### src/rtl/wrapper_pkg.sv
// Shared defaults and direction encoding for the up/down LED counter.
package wrapper_pkg;
    localparam int   WIDTH_DEF    = 4;
    localparam int   TICK_DIV_DEF = 100_000_000;
    localparam logic DIR_UP       = 1'b1;
    localparam logic DIR_DOWN     = 1'b0;
endpackage

### src/rtl/wrapper_module_tick_gen.sv
// Free-running divider: counts 0..TICK_DIV-1 and raises tick for the final cycle.
module tick_gen
    import wrapper_pkg::*;
#(
    parameter int TICK_DIV = TICK_DIV_DEF
) (
    input  logic clk,
    input  logic rst_btn,
    output logic tick
);
    localparam int DW = $clog2(TICK_DIV);
    localparam logic [DW-1:0] LAST = DW'(TICK_DIV - 1);

    logic [DW-1:0] div_cnt;

    assign tick = (div_cnt == LAST);

    always_ff @(posedge clk) begin
        if (!rst_btn) begin
            div_cnt <= '0;
        end else if (tick) begin
            div_cnt <= '0;
        end else begin
            div_cnt <= div_cnt + 1'b1;
        end
    end
endmodule

### src/rtl/wrapper_module.sv
// Up/down LED counter stepping once per TICK_DIV cycles; sw0 selects direction.
module wrapper_module
    import wrapper_pkg::*;
#(
    parameter int TICK_DIV = TICK_DIV_DEF,
    parameter int WIDTH    = WIDTH_DEF
) (
    input  logic             clk,
    input  logic             rst_btn,
    input  logic             sw0,
    output logic [WIDTH-1:0] led
);
    logic             sw_meta;
    logic             sw_sync;
    logic             tick;
    logic [WIDTH-1:0] count;
    logic [WIDTH-1:0] count_next;

    tick_gen #(
        .TICK_DIV(TICK_DIV)
    ) u_tick_gen (
        .clk    (clk),
        .rst_btn(rst_btn),
        .tick   (tick)
    );

    // sw0 is asynchronous; two flops before it steers the counter. Reset parks it at up.
    always_ff @(posedge clk) begin
        if (!rst_btn) begin
            sw_meta <= DIR_UP;
            sw_sync <= DIR_UP;
        end else begin
            sw_meta <= sw0;
            sw_sync <= sw_meta;
        end
    end

    // Natural modular wrap in both directions.
    always_comb begin
        count_next = count;
        if (tick) begin
            if (sw_sync == DIR_UP) begin
                count_next = count + 1'b1;
            end else begin
                count_next = count - 1'b1;
            end
        end
    end

    always_ff @(posedge clk) begin
        if (!rst_btn) begin
            count <= '0;
        end else begin
            count <= count_next;
        end
    end

    assign led = count;
endmodule

### config.mk
export PLATFORM = sky130hd
export DESIGN_NAME = wrapper_module
export DESIGN_NICKNAME = d
export VERILOG_FILES = /design/src/rtl/wrapper_pkg.sv /design/src/rtl/wrapper_module_tick_gen.sv /design/src/rtl/wrapper_module.sv
export SDC_FILE = /design/constraint.sdc
export NUM_CORES = 1
export LEC_CHECK = 0
export CORE_MARGIN = 4
export CORE_UTILIZATION = 50
export CTS_BUF_LIST = sky130_fd_sc_hd__clkbuf_8
export CTS_CLUSTER_DIAMETER = 80
export DETAILED_ROUTE_END_ITERATION = 16
export PLACE_DENSITY = 0.69
export SYNTH_ARGS = -nofsm -noshare
export SYNTH_HDL_FRONTEND = slang
export SYNTH_HIERARCHICAL = 1
export SYNTH_SLANG_ARGS = --single-unit
### constraint.sdc
create_clock -name clk -period 2.77 [get_ports clk]
set_input_delay 0.554 -clock clk [delete_from_list [all_inputs] [get_ports clk]]
set_output_delay 0.554 -clock clk [all_outputs]
set_load 0.02 [all_outputs]
==> summary.txt <==
Outcome
  • Run status: completed

Synth
  • Leading cell types by count after synthesis: sky130_fd_sc_hd__dfxtp_1, sky130_fd_sc_hd__nor2_1, sky130_fd_sc_hd__a21oi_1, sky130_fd_sc_hd__nand2_1, sky130_fd_sc_hd__nand3_1
  • Most area-hungry cell type in the Yosys netlist: sky130_fd_sc_hd__dfxtp_1
  • Share of flip-flops with an asynchronous set or reset: 0%
  • Mean post-synth cell area: 9.06 µm²
  • Commonest register cell after synthesis: sky130_fd_sc_hd__dfxtp_1
  • Number of distinct library cells after synthesis: 43
  • Share of Yosys cell area claimed by the top area cell type: 40.1%
  • Cells after Synth: 182
  • Syn Std Cell Area: 1650 µm²
  • Synthesized Nets: 189
  • FF+latch count, synth: 33
  • Cell with the most instances after synthesis: sky130_fd_sc_hd__dfxtp_1
  • Cell types with the largest area share after synthesis: sky130_fd_sc_hd__dfxtp_1, sky130_fd_sc_hd__xor2_1, sky130_fd_sc_hd__nor2_1
  • Share of the yosys chip area belonging to registers: 40.1%
  • Number of enable-type register cells in the synthesized netlist: 0
  • Total of warnings raised by yosys: 6

Placement
  • RePlAce Congestion: 0.848
  • HPWL after DPL: 2.26 mm
  • Number of buffers added on ports: 6

Clock tree
  • Cts hold-fix bufs: 0
  • Clock Tree Root: sky130_fd_sc_hd__clkbuf_8
  • Post-CTS Resized: 0
  • Number of H-tree levels: 2
  • Maximum clock path buffer count: 2
  • Clock Sinks: 33
  • Clk Latency, worst-skew pair: 0.28 ns
  • Reg clk slew, reported paths: 0.06 ns
  • Number of setup buffers added after CTS: 0
  • Cts bufs inserted: 5
  • Clock tree from TritonCTS: yes

Global routing
  • All-Layer GR Usage: 16.6%
  • Wire length of the first global-routing pass: 5.49 mm
  • Overall overflow remaining after global route: 0
  • Vias in the first global route: 1227
  • Largest net degree at the start of global routing: 16
  • Number of antenna violations at the first check in global routing: 0

Setup path
  • Critical R2R Launch: u_tick_gen/div_cnt[0]$_SDFF_PP0_
  • Path depth of the worst reg2reg path: 8
  • Register-to-Register Setup Slack: 0.71 ns
  • Crit path launch type: register
  • Category of the most critical setup path: reg -> reg
  • Required @ worst endpoint: 2.99 ns
  • Timing endpoint of the critical path: led[3]$_SDFFE_PN0P_
  • Critical Path End Type: register
  • CP Launch Point: u_tick_gen/div_cnt[0]$_SDFF_PP0_
  • Reg-to-reg critical path endpoint: led[3]$_SDFFE_PN0P_
  • Critical Path Fanout Max: 8
  • Arrival time of data at the critical path endpoint: 2.27 ns

Cells and area
  • Sequential standard cell area: 661 µm²
  • Footprint of the multi-input gates: 945 µm²
  • Fraction of layout instances using a drive strength above 1: 11.9%
  • Fin nets: 199
  • Diode count: 0
  • Area grow syn2layout: 13.4%
  • Fill cell instance count of the final layout: 283

Routing
  • Overall via count from detail_route: 1319
  • Iter 0 DRT Violations: 87
  • Remaining routing DRC violations: 0
  • Average via count per standard cell: 5.57
  • Number of search-and-repair iterations in the first detailed-routing pass: 4
  • Post-detailed-routing wire length: 3.06 mm
  • Routed wirelength normalized by instance count: 12.9 µm
  • Final antenna-violating net count: 0

STA
  • Post-route setup TNS: 0 ns
  • Unrepaired setup endpoints after global routing: no
  • Fin crit share: 74.2%
  • Transition time at the pin with the least slew margin: 0.707 ns
  • Clk_skew: 0.00651 ns
  • Max Clk Rate: 0.487 GHz
  • Final number of max-transition violations: 0
  • Minimum period implied by the final worst setup slack: 2.06 ns
  • Total setup violations reported at the end of the flow: 0
  • Final hold violation count: 0
  • Worst rel slew slack: 52.5%

Floorplan
  • Die H: 65.4 µm
  • Initial standard-cell utilization of the core: 53.1%
  • Chip width: 65.4 µm
  • FP Rows: 20
  • Number of top-level pins: 7
  • Area of the die: 4280 µm²
  • Placeable Area: 3100 µm²

Run
  • Count of max-cap constraint violations: 0

Worst hold path
  • Worst hold-check path type: reg -> reg

Pwr
  • P per Cell Area: 516 nW/µm²
  • Lkg Pwr: 0.000680 µW
  • Worst IR drop on VDD: 0.000320 V
  • Overall Power: 966 µW
-- layout make-up --
class                   instances  share of cell area [%]
multi-input cells             140                    50.5
flip-flops and latches         33                    35.3
clock buffers                   6                    4.41
repair buffers                  9                    4.41
well taps                      44                    2.94
clock inverters                 2                    1.81
inverters                       3                   0.602
-- stage by stage --
stage / worst slack, ns / util [%] / cells / hold slack, ns / area [µm²]
after detailed placement: 0.710 / 56.5 / 229 / 0.401 / 1750
after CTS: 0.697 / 60.3 / 237 / 0.415 / 1870
after global routing: 0.435 / 60.3 / 237 / 0.437 / 1870
after floorplan: 0.847 / - / 182 / 0.386 / 1650
after global placement: 0.745 / 56.5 / 229 / 0.392 / 1750
final: 0.715 / 60.3 / 237 / 0.413 / 1870
-- power breakdown --
group | switching, µW | internal [µW] | leakage (µW) | total (µW)
clock network | 168 | 289 | 0.0000626 | 457
registers | 4.05 | 480 | 0.000267 | 484
logic | 13.9 | 11.2 | 0.000351 | 25.1
-- how the worst min path moves through the flow --
stage	startpoint	end	cells after the start
2_1_floorplan	sw_meta$_SDFF_PN1_	sw_sync$_SDFF_PN1_	1
3_3_place_gp	sw_meta$_SDFF_PN1_	sw_sync$_SDFF_PN1_	1
3_5_place_dp	sw_meta$_SDFF_PN1_	sw_sync$_SDFF_PN1_	1
4_1_cts	sw_meta$_SDFF_PN1_	sw_sync$_SDFF_PN1_	1
5_1_grt	sw_meta$_SDFF_PN1_	sw_sync$_SDFF_PN1_	1
6_report	sw_meta$_SDFF_PN1_	sw_sync$_SDFF_PN1_	1
-- cell usage in the layout (no fill, tap or decap), types with 4 or more instances in the layout --
cell type,netlist,layout
sky130_fd_sc_hd__dfxtp_1,33,33
sky130_fd_sc_hd__nor2_1,16,16
sky130_fd_sc_hd__nand2_1,11,11
sky130_fd_sc_hd__nand3_1,11,11
sky130_fd_sc_hd__a21oi_1,11,11
sky130_fd_sc_hd__xor2_1,10,10
sky130_fd_sc_hd__nand4_1,8,8
sky130_fd_sc_hd__o21ai_0,7,7
sky130_fd_sc_hd__clkbuf_8,0,6
sky130_fd_sc_hd__clkdlybuf4s50_1,0,6
sky130_fd_sc_hd__and2_1,5,5
sky130_fd_sc_hd__xnor2_1,5,5
sky130_fd_sc_hd__nor4_1,5,5
sky130_fd_sc_hd__inv_1,3,4
sky130_fd_sc_hd__nand2b_1,4,4
sky130_fd_sc_hd__and3_1,4,4
sky130_fd_sc_hd__nand3b_1,4,4
sky130_fd_sc_hd__or3_1,4,4
-- worst max-delay path, cell delays in order, from the launching register on --
cell and delay (ns):
sky130_fd_sc_hd__dfxtp_1 0.36, sky130_fd_sc_hd__ha_1 0.25, sky130_fd_sc_hd__nand3_2 0.17, sky130_fd_sc_hd__or2_2 0.36
sky130_fd_sc_hd__nor4_1 0.23, sky130_fd_sc_hd__buf_4 0.19, sky130_fd_sc_hd__nand2_1 0.05, sky130_fd_sc_hd__mux2i_1 0.17
sky130_fd_sc_hd__mux2i_1 0.20
-- registers in the layout, indices dropped and copies added (netlist names) --
name                count
sw_meta                 1
sw_sync                 1
u_tick_gen/div_cnt     27
led                     4
-- layer usage --
layer / vias up / global-route usage [%] / part of all wire, %
met5: - / 0 / 0
met4: 0 / 5.96 / 1.2
met3: 3 / 5.64 / 4.7
met2: 21 / 25.3 / 45
met1: 610 / 21.6 / 49
li1: 685 / - / -
-- logic make-up after synthesis --
group	after synthesis	synth area share, %
simple gates	90	32.2
flops	33	40.1
compound gates	28	11.8
xor+xnor	15	7.97
buf+inv	9	2.66
fa+ha+maj	4	3.49
mux	3	1.82
(Power assumes the default switching activity.)
